`src/rtl/ow_pkg.sv`:
```
// Shared 1-Wire package.
// Holds the slot timing constants used by both the data reader and the
// data writer, plus the writer FSM state encoding.
package ow_pkg;

   localparam int OW_WIDTH       = 64;  // bits per transfer
   localparam int OW_SLOT_CYCLES = 60;  // active slot length in clk cycles
   localparam int OW_LOW1_CYCLES = 6;   // low time for a write-1
   localparam int OW_LOW0_CYCLES = 56;  // low time for a write-0
   localparam int OW_SAMPLE_AT   = 30;  // slot cycle at which the bus is sampled
   localparam int OW_REC_CYCLES  = 2;   // released recovery cycles after each slot

   typedef enum logic [1:0] {
      ST_IDLE,
      ST_SLOT,
      ST_RECOVERY
   } wr_state_e;

endpackage

```
`src/rtl/ow_slot_timer.sv`:
```
// Per-slot cycle counter for the 1-Wire slot generators.
// The counter restarts from 0 whenever clear is high and otherwise counts up
// by one each cycle. The owner decides when to clear.
// Ports:
//   clk      in   system clock, rising edge
//   rst      in   synchronous, active-high reset
//   clear    in   load 0 on the next edge instead of incrementing
//   cnt      out  current slot cycle
//   cnt_nxt  out  value cnt takes at the next edge (lets owners register
//                 outputs that depend on the upcoming count)
//   slot_end out  cnt is on the last active-slot cycle
//   rec_end  out  cnt is on the last recovery cycle
module ow_slot_timer #(
   parameter int SLOT_CYCLES = 60,
   parameter int REC_CYCLES  = 2
) (
   input  logic                           clk,
   input  logic                           rst,
   input  logic                           clear,
   output logic [$clog2(SLOT_CYCLES)-1:0] cnt,
   output logic [$clog2(SLOT_CYCLES)-1:0] cnt_nxt,
   output logic                           slot_end,
   output logic                           rec_end
);

   localparam int CW = $clog2(SLOT_CYCLES);

   always_comb begin
      cnt_nxt = clear ? '0 : cnt + CW'(1);
   end

   // NOTE: sequential state always uses non-blocking assignments so every
   // register samples pre-edge values regardless of process ordering.
   always_ff @(posedge clk) begin
      if (rst) cnt <= '0;
      else     cnt <= cnt_nxt;
   end

   assign slot_end = (cnt == CW'(SLOT_CYCLES - 1));
   assign rec_end  = (cnt == CW'(REC_CYCLES - 1));

endmodule

```
`src/rtl/ow_data_writer.sv`:
```
// Master-side 1-Wire write-slot generator.
// Sends a latched WIDTH-bit word LSB-first in fixed-length slots: a write-1
// holds the bus low for LOW1_CYCLES, a write-0 for LOW0_CYCLES, each slot
// followed by REC_CYCLES of released recovery. Write-1 slots sample the bus
// at SAMPLE_AT and raise a sticky collision flag if a slave holds it low.
// Ports:
//   clk               in   system clock, rising edge
//   rst               in   synchronous, active-high reset
//   en_data_write     in   start request, honoured only when idle
//   data              in   word to send, latched on the start edge
//   bus_in            in   resolved bus level
//   bus_drive_low     out  1 = pull the bus low (open drain)
//   busy              out  transfer in progress
//   done_writing_data out  one-cycle pulse after the last recovery
//   collision         out  sticky: a write-1 slot saw the bus low at SAMPLE_AT
module ow_data_writer
   import ow_pkg::*;
#(
   parameter int WIDTH       = OW_WIDTH,
   parameter int SLOT_CYCLES = OW_SLOT_CYCLES,
   parameter int LOW1_CYCLES = OW_LOW1_CYCLES,
   parameter int LOW0_CYCLES = OW_LOW0_CYCLES,
   parameter int SAMPLE_AT   = OW_SAMPLE_AT,
   parameter int REC_CYCLES  = OW_REC_CYCLES
) (
   input  logic             clk,
   input  logic             rst,
   input  logic             en_data_write,
   input  logic [WIDTH-1:0] data,
   input  logic             bus_in,
   output logic             bus_drive_low,
   output logic             busy,
   output logic             done_writing_data,
   output logic             collision
);

   localparam int CW = $clog2(SLOT_CYCLES);
   localparam int BW = $clog2(WIDTH) + 1;

   localparam logic [CW-1:0] LOW1_C   = CW'(LOW1_CYCLES);
   localparam logic [CW-1:0] LOW0_C   = CW'(LOW0_CYCLES);
   localparam logic [CW-1:0] SAMPLE_C = CW'(SAMPLE_AT);
   localparam logic [BW-1:0] LAST_BIT = BW'(WIDTH - 1);

   wr_state_e        state, state_d;
   logic [WIDTH-1:0] shreg, shreg_d;
   logic [BW-1:0]    bit_idx, bit_idx_d;
   logic             collision_d, done_d, drive_d, busy_d;
   logic             timer_clear;
   logic [CW-1:0]    cnt, cnt_nxt;
   logic             slot_end, rec_end;

   ow_slot_timer #(
      .SLOT_CYCLES (SLOT_CYCLES),
      .REC_CYCLES  (REC_CYCLES)
   ) u_timer (
      .clk      (clk),
      .rst      (rst),
      .clear    (timer_clear),
      .cnt      (cnt),
      .cnt_nxt  (cnt_nxt),
      .slot_end (slot_end),
      .rec_end  (rec_end)
   );

   // NOTE: every signal written here gets a default first, so no path
   // through the case can leave one unassigned and infer a latch.
   always_comb begin
      state_d     = state;
      shreg_d     = shreg;
      bit_idx_d   = bit_idx;
      collision_d = collision;
      done_d      = 1'b0;

      case (state)
         ST_IDLE: begin
            if (en_data_write) begin
               shreg_d     = data;
               bit_idx_d   = '0;
               collision_d = 1'b0;
               state_d     = ST_SLOT;
            end
         end
         ST_SLOT: begin
            if (cnt == SAMPLE_C && shreg[0] && !bus_in) collision_d = 1'b1;
            if (slot_end) state_d = ST_RECOVERY;
         end
         ST_RECOVERY: begin
            if (rec_end) begin
               shreg_d   = shreg >> 1;
               bit_idx_d = bit_idx + BW'(1);
               if (bit_idx == LAST_BIT) begin
                  done_d  = 1'b1;
                  state_d = ST_IDLE;
               end else begin
                  state_d = ST_SLOT;
               end
            end
         end
         default: state_d = ST_IDLE;
      endcase

      // Every phase change restarts the slot counter at 0; idle holds it there.
      timer_clear = (state_d != state) || (state == ST_IDLE);

      // Outputs are registered, so they are computed from the upcoming state,
      // count and bit; this puts the falling edge exactly at slot cnt = 0.
      drive_d = (state_d == ST_SLOT) &&
                (cnt_nxt < (shreg_d[0] ? LOW1_C : LOW0_C));
      busy_d  = (state_d != ST_IDLE);
   end

   always_ff @(posedge clk) begin
      if (rst) begin
         state             <= ST_IDLE;
         shreg             <= '0;
         bit_idx           <= '0;
         bus_drive_low     <= 1'b0;
         busy              <= 1'b0;
         done_writing_data <= 1'b0;
         collision         <= 1'b0;
      end else begin
         state             <= state_d;
         shreg             <= shreg_d;
         bit_idx           <= bit_idx_d;
         bus_drive_low     <= drive_d;
         busy              <= busy_d;
         done_writing_data <= done_d;
         collision         <= collision_d;
      end
   end

endmodule

```
`config.mk`:
```
export PLATFORM = sky130hd
export DESIGN_NAME = ow_data_writer
export DESIGN_NICKNAME = d
export VERILOG_FILES = /design/src/rtl/ow_pkg.sv /design/src/rtl/ow_slot_timer.sv /design/src/rtl/ow_data_writer.sv
export SDC_FILE = /design/constraint.sdc
export NUM_CORES = 1
export LEC_CHECK = 0
export ABC_AREA = 1
export CAP_MARGIN = 20
export CORE_ASPECT_RATIO = 1.25
export CORE_MARGIN = 2
export CORE_UTILIZATION = 55
export CTS_CLUSTER_SIZE = 20
export DETAILED_ROUTE_END_ITERATION = 8
export PLACE_DENSITY = 0.85
export SLEW_MARGIN = 20
export SYNTH_ARGS = -nofsm -noshare
export SYNTH_HDL_FRONTEND = slang
export SYNTH_SLANG_ARGS = --single-unit
export TNS_END_PERCENT = 100
```
`constraint.sdc`:
```
create_clock -name clk -period 5.2 [get_ports clk]
set_input_delay 0.52 -clock clk [delete_from_list [all_inputs] [get_ports clk]]
set_output_delay 0.52 -clock clk [all_outputs]
set_load 0.01 [all_outputs]
```
==> results.ini <==
[floorplanning]
coreArea_um2 = 6206
fp-row-count = 32
ios = 72
start_util_pct = 57.08
fp.dieH_um = 93.73
die_w_um = 75.78
die_area_um2 = 7102

[power]
ir_drop_v = 0.0002420
p_per_area_nw_per_um2 = 306.6
fin_total_pwr_mw = 1.356
p_leak_nw = 1.593

[sta]
slew_headroom_pct = 47.97
rsz0062_at_grt = false
fin_ws_ps = 2188
hold_violations = 0
period_needed_ps = 3012
slew_viol_final = 0
tightestPinTransition_ps = 780.5
finalSetupViolCount = 0
fin_crit_sh_pct = 57.92
holdWs_ps = 466.1
fmax_mhz = 332.0
clock_skew_ps = 10.97
setup_tns_ps = 0

[synthesis]
synth_top_family_by_area = compound AO/OA/AOI/OAI gates
yosys.area_share.xor_xnor_pct = 1.236
syn-num-nets = 515
synth_cell_types = 31
synth_compound_area_share_pct = 22.47
synth_top_area_share_pct = 46.91
muxShareOfSynthArea_pct = 0
yosys-top-cells-area = dfxtp_1 (47%), nand2_1 (12%), a22oi_1 (10%)
syn_area_per_cell_um2 = 8.069
yosysSeqAreaShare_pct = 46.91
synth_fa_ha_area_share_pct = 2.826
yosys.area_share.simple_pct = 19.15
synth_top_cell_by_area = dfxtp_1
synth_edf_count = 0
syn_inst = 439
ys_seq_elements = 83
ys_async_sr_fraction_pct = 0
synthFlopType = dfxtp_1
synthesis.area_um2 = 3542
yosysWarnings = 0

[critical_path]
cp_max_fo = 45
arrival_ps = 3300
reg2reg_slack_ps = 2340
critPathCaptureType = register
reg2reg_to = bus_drive_low
r2r-start = state[0]
startpoint_type = input port
critical_path_class = input port to register
cp.required_ps = 5490
reg2reg_depth = 14

[final_layout]
antenna_cells = 0
area_growth_pct = 24.87
fill_cells = 496
drive_gt1_share_pct = 6.600
nNetsFinal = 572
stdcell_area_um2 = 4423

[clock_tree]
cts_inserted_buffers = 9
clk_latency_ps = 350
cts.clk_slew.worst_paths_ps = 80
cts_tree = built
cts_root_buf = clkbuf_8
cts_setup_buffers = 0
cts_hold_buf = 0
cts_buffer_depth = 2
cts-resized-gates = 0
htree_levels = 3
cts_sinks = 83

[min_path]
min_from = shreg[45]
whs_path_depth = 2
hold-path-endpoint = shreg[45]
min_path_type = register to register

[placed_design]
hpwl_mm = 5.175
dpl_cell_area_um2 = 4208
dp_slack_ps = 1826
port_buffers = 71
gp_congestion = 0.8150

[global_routing]
grt_overflow = 0
grt_use_total_pct = 23.86
grt_first_pass_wirelength_mm = 13.26
grt_max_degree = 78
grt_antenna_before_repair = 0
grt_pass1_vias = 3182

[job]
drv_cap = 0

[outcome]
status = finished clean

[routing]
drc = 0
num_vias = 3269
vias_per_cell = 5.588
finalWirelength_mm = 8.078
detail_route.first_pass.iterations = 5
initialDrtViolationCount = 233
wl_per_cell_um = 13.81
antenna_left = 0

critical path, stage by stage:
cell	delay [ps]
clkdlybuf4s50_1	460
nand3_1	140
inv_2	320
buf_4	480
a21oi_1	120
nand3_1	140
nand3_2	180
nor2_1	150
ha_1	260
nand2_1	90
inv_1	40
o21bai_1	140
nand4_1	120
a21oi_1	120
how the worst max path moves through the flow:
stage | from | endpoint | cells past startpoint | slack, ps
2_1_floorplan | u_timer.cnt[0] | bus_drive_low | 15 | 3160
3_3_place_gp | en_data_write | bus_drive_low | 15 | 2040
3_5_place_dp | en_data_write | bus_drive_low | 14 | 1830
4_1_cts | en_data_write | bus_drive_low | 14 | 2210
5_1_grt | en_data_write | bus_drive_low | 14 | 2000
6_report | en_data_write | bus_drive_low | 14 | 2190
synthesized netlist by cell type (2+ instances only):
cell / n
clkbuf_1: 7
xor2_1: 3
xnor2_1: 2
nand4_1: 4
buf_6: 3
nand2_1: 116
dfxtp_1: 83
buf_2: 9
nor2_1: 22
a22oi_1: 47
buf_4: 9
a21oi_1: 57
a31oi_1: 15
inv_2: 5
inv_1: 18
o21bai_1: 2
nor3_1: 7
nand3_1: 6
o21ai_0: 3
nor2_4: 3
ha_1: 8
through the flow:
step                utilization, %  std cells
floorplan                        -        439
global placement             67.80        570
detailed placement           67.80        570
CTS                          71.27        585
global route                 71.27        585
finish                       71.27        585
report_power, final:
part | switching, mW | internal (mW)
clock network | 0.233 | 0.268
logic | 0.0815 | 0.0849
registers | 0.0186 | 0.670
total | 0.333 | 1.02
per-layer routing:
| layer | track usage, % | wire (um) | up-vias |
|---|---|---|---|
| met1 | 27.64 | 3434 | 1526 |
| li1 | - | - | 1616 |
| met3 | 5.472 | 465 | 18 |
| met4 | 10.67 | 162 | 0 |
| met5 | 0 | 0 | - |
| met2 | 40.66 | 4016 | 109 |
final cells by class:
type | count | area (um2) | share of cell area (%)
sequential | 83 | 1662 | 37.57
clock inverter | 6 | 91.34 | 2.065
clock buffer | 9 | 123.9 | 2.801
timing repair buffer | 75 | 735.7 | 16.63
inverter | 23 | 86.33 | 1.952
multi-input combinational | 304 | 1618 | 36.58
tap | 85 | 106.4 | 2.405
cell families after synthesis:
| kind of cell | Yosys count |
|---|---|
| buffers and inverters | 52 |
| DFF | 83 |
| xor gates and xnor gates | 5 |
| AOI/OAI and AO/OA | 128 |
| adders and majority gates | 8 |
| and+or+nand+nor | 163 |
registers in the layout, indices dropped and copies added (netlist names):
| register | flops |
|---|---|
| done_writing_data | 1 |
| collision | 1 |
| busy | 1 |
| shreg | 64 |
| state | 2 |
| bus_drive_low | 1 |
| bit_idx | 7 |
| u_timer.cnt | 6 |
cell usage in the layout, fill, tap and decap left out, drive strengths merged, types with 3 or more instances in the layout:
| master | instances |
|---|---|
| dfxtp | 83 |
| nor3 | 7 |
| ha | 8 |
| clkdlybuf4s50 | 70 |
| o21bai | 3 |
| clkbuf | 9 |
| nand2 | 117 |
| nor2 | 26 |
| a21oi | 57 |
| nand3 | 7 |
| nand4 | 4 |
| buf | 5 |
| inv | 23 |
| clkinvlp | 3 |
| a31oi | 15 |
| a22oi | 47 |
| xor2 | 3 |
| o21ai | 4 |
No activity file was read; power rests on OpenSTA's default activity.
